===== src/rtl/ps2_packet_receiver_pkg.sv =====
// Shared definitions for the PS/2 packet receiver.
//   frame_state_t : per-byte frame FSM states
//   byte_idx_t    : position of the next byte within the 3-byte packet
//   *_LSB / *_BIT : field offsets inside the 32-bit packet record
//   odd_parity    : true when data plus parity bit carry an odd number of ones
package ps2_packet_receiver_pkg;

  localparam int unsigned DEFAULT_TIMEOUT_CYC = 20000;

  localparam int unsigned STATUS_LSB = 16;
  localparam int unsigned X_LSB      = 8;
  localparam int unsigned Y_LSB      = 0;
  localparam int unsigned LEFT_BIT   = 16;
  localparam int unsigned RIGHT_BIT  = 17;

  typedef enum logic [1:0] {
    IDLE,
    DATA,
    PARITY,
    STOP
  } frame_state_t;

  typedef enum logic [1:0] {
    BYTE0,
    BYTE1,
    BYTE2
  } byte_idx_t;

  function automatic logic odd_parity(input logic [7:0] data, input logic par);
    return ^{data, par};
  endfunction

endpackage


===== src/rtl/ps2_packet_receiver_if.sv =====
// Bus bundle between the PS/2 packet receiver and its environment.
//   ps2_clk, ps2_data : PS/2 lines (input-only to the receiver)
//   record            : last complete packet {8'h00, status, x, y}
//   finished          : one-cycle pulse when record is updated
//   frame_err         : one-cycle pulse on start/parity/stop/timeout error
// master : the receiver side; slave : the line driver / packet consumer side.
interface ps2_packet_receiver_if;
  logic        ps2_clk;
  logic        ps2_data;
  logic [31:0] record;
  logic        finished;
  logic        frame_err;

  modport master (
    input  ps2_clk, ps2_data,
    output record, finished, frame_err
  );

  modport slave (
    output ps2_clk, ps2_data,
    input  record, finished, frame_err
  );
endinterface


===== src/rtl/ps2_frame_rx.sv =====
// PS/2 frame receiver: line synchronizers, falling-edge detector, 11-bit
// frame FSM and inactivity timeout.
//   clk, reset     : system clock, asynchronous active-low reset
//   ps2_clk/data   : raw PS/2 lines
//   pkt_idle       : packet assembler is waiting for byte 0 (timeout disarmed in IDLE)
//   data_byte      : received byte, valid while byte_valid is high
//   byte_valid     : strobe, stop bit accepted with good parity
//   frame_err      : strobe, start/parity/stop error or timeout
// Strobes are decoded from registered state and the current edge; the packet
// layer registers them, giving one cycle from edge detection to outputs.
module ps2_frame_rx
  import ps2_packet_receiver_pkg::*;
#(
  parameter int unsigned TIMEOUT_CYC = DEFAULT_TIMEOUT_CYC,
  parameter int unsigned SYNC_STAGES = 2
) (
  input  logic       clk,
  input  logic       reset,
  input  logic       ps2_clk,
  input  logic       ps2_data,
  input  logic       pkt_idle,
  output logic [7:0] data_byte,
  output logic       byte_valid,
  output logic       frame_err
);

  localparam int unsigned CW = $clog2(TIMEOUT_CYC + 1);

  logic [SYNC_STAGES-1:0] clk_sync;
  logic [SYNC_STAGES-1:0] data_sync;
  logic                   clk_prev;
  frame_state_t           state;
  logic [2:0]             bit_cnt;
  logic [7:0]             shreg;
  logic                   par;
  logic [CW-1:0]          idle_cnt;

  logic clk_s;
  logic data_s;
  logic fall;
  logic cnt_clear;
  logic timeout;
  logic stop_ok;

  assign clk_s     = clk_sync[SYNC_STAGES-1];
  assign data_s    = data_sync[SYNC_STAGES-1];
  assign fall      = clk_prev & ~clk_s;
  assign cnt_clear = fall | ((state == IDLE) & pkt_idle);
  assign timeout   = ~cnt_clear & (idle_cnt == CW'(TIMEOUT_CYC - 1));
  assign stop_ok   = fall & (state == STOP) & data_s & odd_parity(shreg, par);

  assign data_byte  = shreg;
  assign byte_valid = stop_ok;
  assign frame_err  = timeout
                    | (fall & (state == IDLE) & data_s)
                    | (fall & (state == STOP) & ~stop_ok);

  always_ff @(posedge clk or negedge reset) begin
    if (!reset) begin
      clk_sync  <= '1;
      data_sync <= '1;
      clk_prev  <= 1'b1;
      state     <= IDLE;
      bit_cnt   <= '0;
      shreg     <= '0;
      par       <= 1'b0;
      idle_cnt  <= '0;
    end else begin
      // Shift the raw line into stage 0; the oldest sample falls off the top.
      clk_sync  <= SYNC_STAGES'({clk_sync, ps2_clk});
      data_sync <= SYNC_STAGES'({data_sync, ps2_data});
      clk_prev  <= clk_s;

      idle_cnt <= (cnt_clear | timeout) ? '0 : idle_cnt + CW'(1);

      if (timeout) begin
        state   <= IDLE;
        bit_cnt <= '0;
      end else if (fall) begin
        case (state)
          IDLE: begin
            if (!data_s) begin
              state   <= DATA;
              bit_cnt <= '0;
            end
          end
          DATA: begin
            shreg   <= {data_s, shreg[7:1]};
            bit_cnt <= bit_cnt + 3'd1;
            if (bit_cnt == 3'd7) state <= PARITY;
          end
          PARITY: begin
            par   <= data_s;
            state <= STOP;
          end
          default: state <= IDLE;
        endcase
      end
    end
  end

endmodule


===== src/rtl/ps2_packet_receiver.sv =====
// PS/2 mouse packet receiver top: assembles three validated bytes into a
// packet record. Byte 0 must have bit 3 set, otherwise it is dropped to
// resynchronise on packet boundaries.
//   clk   : system clock
//   reset : asynchronous active-low reset
//   bus   : ps2_packet_receiver_if.master (PS/2 lines in; record,
//           finished, frame_err out)
module ps2_packet_receiver
  import ps2_packet_receiver_pkg::*;
#(
  parameter int unsigned TIMEOUT_CYC = DEFAULT_TIMEOUT_CYC,
  parameter int unsigned SYNC_STAGES = 2
) (
  input  logic                   clk,
  input  logic                   reset,
  ps2_packet_receiver_if.master  bus
);

  logic [7:0]  rx_byte;
  logic        rx_valid;
  logic        rx_err;
  byte_idx_t   byte_idx;
  logic [7:0]  byte0;
  logic [7:0]  byte1;
  logic [31:0] record_q;
  logic [31:0] record_next;
  logic        finished_q;
  logic        frame_err_q;

  ps2_frame_rx #(
    .TIMEOUT_CYC (TIMEOUT_CYC),
    .SYNC_STAGES (SYNC_STAGES)
  ) u_frame_rx (
    .clk        (clk),
    .reset      (reset),
    .ps2_clk    (bus.ps2_clk),
    .ps2_data   (bus.ps2_data),
    .pkt_idle   (byte_idx == BYTE0),
    .data_byte  (rx_byte),
    .byte_valid (rx_valid),
    .frame_err  (rx_err)
  );

  always_comb begin
    record_next                   = '0;
    record_next[STATUS_LSB +: 8]  = byte0;
    record_next[X_LSB +: 8]       = byte1;
    record_next[Y_LSB +: 8]       = rx_byte;
  end

  always_ff @(posedge clk or negedge reset) begin
    if (!reset) begin
      byte_idx    <= BYTE0;
      byte0       <= '0;
      byte1       <= '0;
      record_q    <= '0;
      finished_q  <= 1'b0;
      frame_err_q <= 1'b0;
    end else begin
      finished_q  <= 1'b0;
      frame_err_q <= rx_err;
      if (rx_err) begin
        byte_idx <= BYTE0;
      end else if (rx_valid) begin
        case (byte_idx)
          BYTE0: begin
            if (rx_byte[3]) begin
              byte0    <= rx_byte;
              byte_idx <= BYTE1;
            end
          end
          BYTE1: begin
            byte1    <= rx_byte;
            byte_idx <= BYTE2;
          end
          default: begin
            record_q   <= record_next;
            finished_q <= 1'b1;
            byte_idx   <= BYTE0;
          end
        endcase
      end
    end
  end

  assign bus.record    = record_q;
  assign bus.finished  = finished_q;
  assign bus.frame_err = frame_err_q;

endmodule


===== src/flat_wrapper.sv =====
// flat-port wrapper written by rule: the top's interface ports become plain ports
module ps2_packet_receiver_flat import ps2_packet_receiver_pkg::*;
#(
  parameter int unsigned TIMEOUT_CYC = DEFAULT_TIMEOUT_CYC,
  parameter int unsigned SYNC_STAGES = 2
)
  (clk, reset, bus_ps2_clk, bus_ps2_data, bus_record, bus_finished, bus_frame_err);
  ps2_packet_receiver_if bus_i ();
  input  logic clk;
  input  logic reset;
  input wire logic [$bits(bus_i.ps2_clk)-1:0] bus_ps2_clk;
  input wire logic [$bits(bus_i.ps2_data)-1:0] bus_ps2_data;
  output wire logic [$bits(bus_i.record)-1:0] bus_record;
  output wire logic [$bits(bus_i.finished)-1:0] bus_finished;
  output wire logic [$bits(bus_i.frame_err)-1:0] bus_frame_err;
  assign bus_i.ps2_clk = bus_ps2_clk;
  assign bus_i.ps2_data = bus_ps2_data;
  assign bus_record = bus_i.record;
  assign bus_finished = bus_i.finished;
  assign bus_frame_err = bus_i.frame_err;
  ps2_packet_receiver #(.TIMEOUT_CYC(TIMEOUT_CYC), .SYNC_STAGES(SYNC_STAGES)) u_core (.clk(clk), .reset(reset), .bus(bus_i));
endmodule

===== config.mk =====
export PLATFORM = sky130hd
export DESIGN_NAME = ps2_packet_receiver_flat
export DESIGN_NICKNAME = d
export VERILOG_FILES = /design/src/rtl/ps2_packet_receiver_pkg.sv /design/src/rtl/ps2_packet_receiver_if.sv /design/src/rtl/ps2_frame_rx.sv /design/src/rtl/ps2_packet_receiver.sv /design/src/flat_wrapper.sv
export SDC_FILE = /design/constraint.sdc
export NUM_CORES = 1
export LEC_CHECK = 0
export CAP_MARGIN = 10
export CORE_MARGIN = 5
export CORE_UTILIZATION = 50
export CTS_BUF_LIST = sky130_fd_sc_hd__clkbuf_2
export CTS_CLUSTER_DIAMETER = 50
export DETAILED_ROUTE_END_ITERATION = 10
export PLACE_DENSITY = 0.7
export SLEW_MARGIN = 20
export SYNTH_ARGS = -nofsm -noshare
export SYNTH_HDL_FRONTEND = slang
export SYNTH_SLANG_ARGS = --single-unit

===== constraint.sdc =====
create_clock -name clk -period 5.8 [get_ports clk]
set_input_delay 1.74 -clock clk [delete_from_list [all_inputs] [get_ports clk]]
set_output_delay 1.74 -clock clk [all_outputs]
set_load 0.02 [all_outputs]

==> impl_metrics.tcl <==
set metrics [dict create \
    critical_path_required_ns 4.06 \
    p_leak_nw 1.882 \
    synth_seq_cells 78 \
    setup_viol 0 \
    clk_pin_slew_ns 0.23 \
    synth_ff_type "dfrtp_1" \
    path_max_fanout 2 \
    synth_compound_area_share_pct 2.539 \
    die_h_um 93.06 \
    num_antenna_cells 0 \
    hold_violations 0 \
    postCtsSetupBuffers 0 \
    boundaryPins 38 \
    finalNetCount 304 \
    slew_headroom_pct 36.51 \
    synth_cells 259 \
    grt_max_degree 79 \
    place_ws_ns 3.112 \
    io_buffer_count 29 \
    skew_ns 0.03166 \
    clock-root-buffer "clkbuf_2" \
    crit_buf_inv 1 \
    start_util_pct 51.06 \
    drive_gt1_share_pct 17.17 \
    area.growth.synth_to_final_pct 11.64 \
    cts_tree "done" \
    grt-ovfl-total 0 \
    grt_pass1_vias 1983 \
    route.detailed.drc 0 \
    ys_async_sr_fraction_pct 100.0 \
    synthMuxAreaShare_pct 17.88 \
    outcome "finished, final reports clean" \
    cts_buffers 9 \
    fmax_mhz 307.2 \
    max_stage_delay_ns 0.60 \
    yosysWarnings 0 \
    core_area_um2 6756 \
    synth-seq-area-share_pct 56.76 \
    finalSetupTns_ns 0 \
    synth_fa_ha_area_share_pct 2.902 \
    clkLatencyLatePin_ns 0.51 \
    dieArea_um2 8660 \
    hpwl_um 3747 \
    cpMaxStageDelayCell "clkdlybuf4s50_1" \
    routed_wirelength_um 5437 \
    hp-class "reg -> reg" \
    cap_violations 0 \
    ctsResizeCount 0 \
    worst_setup_path_end_kind "output port" \
    first_pass_iters 4 \
    fin_ws_ns 2.545 \
    grt_usage_pct 13.66 \
    synth-xor-area-share_pct 5.586 \
    final_max_slew_viol_count 0 \
    startpoint_type "flip-flop" \
    wl_per_cell_um 14.42 \
    htree_num_levels 3 \
    critPathArrivalTime_ns 1.51 \
    antenna_left 0 \
    ir_worst_vdd_mv 0.1551 \
    cp_cell_sequence "clkdlybuf4s50_1" \
    cts.path.max_buffers 2 \
    power-per-cell-area_nw_per_um2 319.7 \
    place_congestion 0.7589 \
    grt_pass1_wl_um 9363 \
    crit_type "reg -> out" \
    fp.dieW_um 93.06 \
    rows 30 \
    yosys.area_share.simple_pct 10.95 \
    synth_area_per_cell_um2 13.32 \
    vias 2012 \
    antenna_found_initial 0 \
    finalCritPeriodShare_pct 56.12 \
    crit_family "buffers and inverters" \
    cts_hold_buffers 0 \
    yosysUniqueCellTypes 40 \
    synth_top_family_by_area "multiplexers" \
    fin_crit_ns 3.255 \
    rsz0062_at_grt "false" \
    mappedNetlistArea_um2 3450 \
    first_iter_violations 48 \
    cts.sinks 78 \
    vias_per_cell 5.337 \
    synth_edf_count 0 \
    worst-slew-pin-transition_ns 0.9324 \
]
## report_power, final
group          leakage [nW]  switching [mW]  internal (mW)  total (mW)
Combinational         0.763           0.167          0.164       0.331
Sequential             1.06          0.0625          0.593       0.655
Clock                0.0616           0.187         0.0574       0.244
Total                  1.88           0.416          0.815        1.23
## logic make-up after synthesis
family,Yosys count
DFF,78
and+or+nand+nor,70
AOI/OAI and AO/OA,14
other,1
adders and majority gates,8
xor gates and xnor gates,17
muxes,53
buffers and inverters,18
## placed cells by master, fill, tap and decap left out, types with 2 or more instances in the layout
| cell | Yosys | final |
|---|---|---|
| dfrtp_1 | 73 | 73 |
| nand3_1 | 6 | 6 |
| o21ai_0 | 3 | 3 |
| nand4_1 | 11 | 11 |
| mux2i_4 | 2 | 2 |
| inv_1 | 4 | 4 |
| inv_6 | 0 | 2 |
| nor2b_1 | 2 | 2 |
| nor2_1 | 21 | 21 |
| xor2_1 | 9 | 9 |
| nand2b_1 | 4 | 4 |
| clkinv_2 | 0 | 2 |
| clkbuf_2 | 0 | 10 |
| dfstp_2 | 5 | 5 |
| a21oi_1 | 4 | 4 |
| a22oi_1 | 2 | 2 |
| o211ai_1 | 3 | 3 |
| clkinv_1 | 0 | 2 |
| and2_1 | 3 | 3 |
| nand2_1 | 9 | 9 |
| mux2_1 | 22 | 22 |
| xnor2_1 | 5 | 5 |
| conb_1 | 1 | 8 |
| clkdlybuf4s50_1 | 0 | 28 |
| mux2i_1 | 2 | 2 |
| mux2_2 | 27 | 27 |
| ha_1 | 8 | 8 |
| or3_1 | 2 | 2 |
| and4_1 | 4 | 4 |
## metrics by stage
| step | hold WS, ns | util, % | power, mW | cells | area (µm²) |
|---|---|---|---|---|---|
| finish | 0.3716 | 57.00 | 1.231 | 377 | 3851 |
| global route | 0.3808 | 57.00 | 1.309 | 377 | 3851 |
| CTS | 0.3741 | 57.00 | 1.247 | 377 | 3851 |
| detailed placement | 0.3490 | 55.74 | 1.002 | 361 | 3766 |
| global placement | 0.3462 | 55.74 | 0.9876 | 361 | 3766 |
| floorplan | 0.3452 | - | 0.9288 | 266 | 3476 |
## area by class of cell
| cell class | instances | area, µm² |
|---|---|---|
| tap | 80 | 100.1 |
| timing repair buffer | 29 | 287.8 |
| clock buffer | 10 | 50.05 |
| multi-input combinational | 170 | 1405 |
| fill | 598 | 2905 |
| clock inverter | 6 | 35.03 |
| sequential | 78 | 1958 |
| inverter | 4 | 15.01 |
## final timing paths
check,from,slack [ns],endpoint,cells after the start
min reg2reg,u_core.u_frame_rx.clk_sync[0],0.37,u_core.u_frame_rx.clk_sync[1],0
max in group asynchronous,reset,3.85,u_core.u_frame_rx.bit_cnt[2],1
min,u_core.u_frame_rx.clk_sync[0],0.37,u_core.u_frame_rx.clk_sync[1],0
max,u_core.bus.record[6],2.55,bus_record[6],1
max reg2reg,u_core.u_frame_rx.state[0],3.14,u_core.bus.record[4],6
min in group asynchronous,reset,1.34,u_core.byte0[3],1
## routing by layer
layer,up-vias,track usage [%],part of all wire (%)
li1,969,-,-
met1,1000,18.57,50
met2,35,21.06,45
met3,8,4.103,3.9
met4,0,4.396,1.4
met5,-,0,0
## Yosys cell counts (all sizes together), types with 2 or more instances
library cell   n  area, µm²
mux2i          4      65.06
buf           10      82.58
clkbuf         4      15.01
o21ai          3      15.01
dfstp          5      131.4
nand3          6      30.03
mux2          49      551.8
and4           4      35.03
nand2          9      33.78
o211ai         3      22.52
or3            2      12.51
nor2b          2      12.51
nand4         11      68.82
dfrtp         73       1827
ha             8      100.1
a22oi          2      15.01
xor2           9      78.83
xnor3          2      46.29
and2           3      18.77
nand2b         4      25.02
nor2          21      78.83
xnor2          5      43.79
a21oi          4      20.02
inv            4      15.01
## sequential cells by signal (all words and copies together) (netlist names)
register                     flops
u_core.u_frame_rx.clk_sync       2
u_core.u_frame_rx.data_byte      8
u_core.u_frame_rx.clk_prev       1
u_core.u_frame_rx.par            1
u_core.u_frame_rx.data_sync      2
u_core.bus.record               24
u_core.byte1                     8
u_core.bus.frame_err             1
u_core.byte_idx                  2
u_core.bus.finished              1
u_core.u_frame_rx.bit_cnt        3
u_core.u_frame_rx.state          2
u_core.u_frame_rx.idle_cnt      15
u_core.byte0                     8
(Power assumes the default switching activity.)
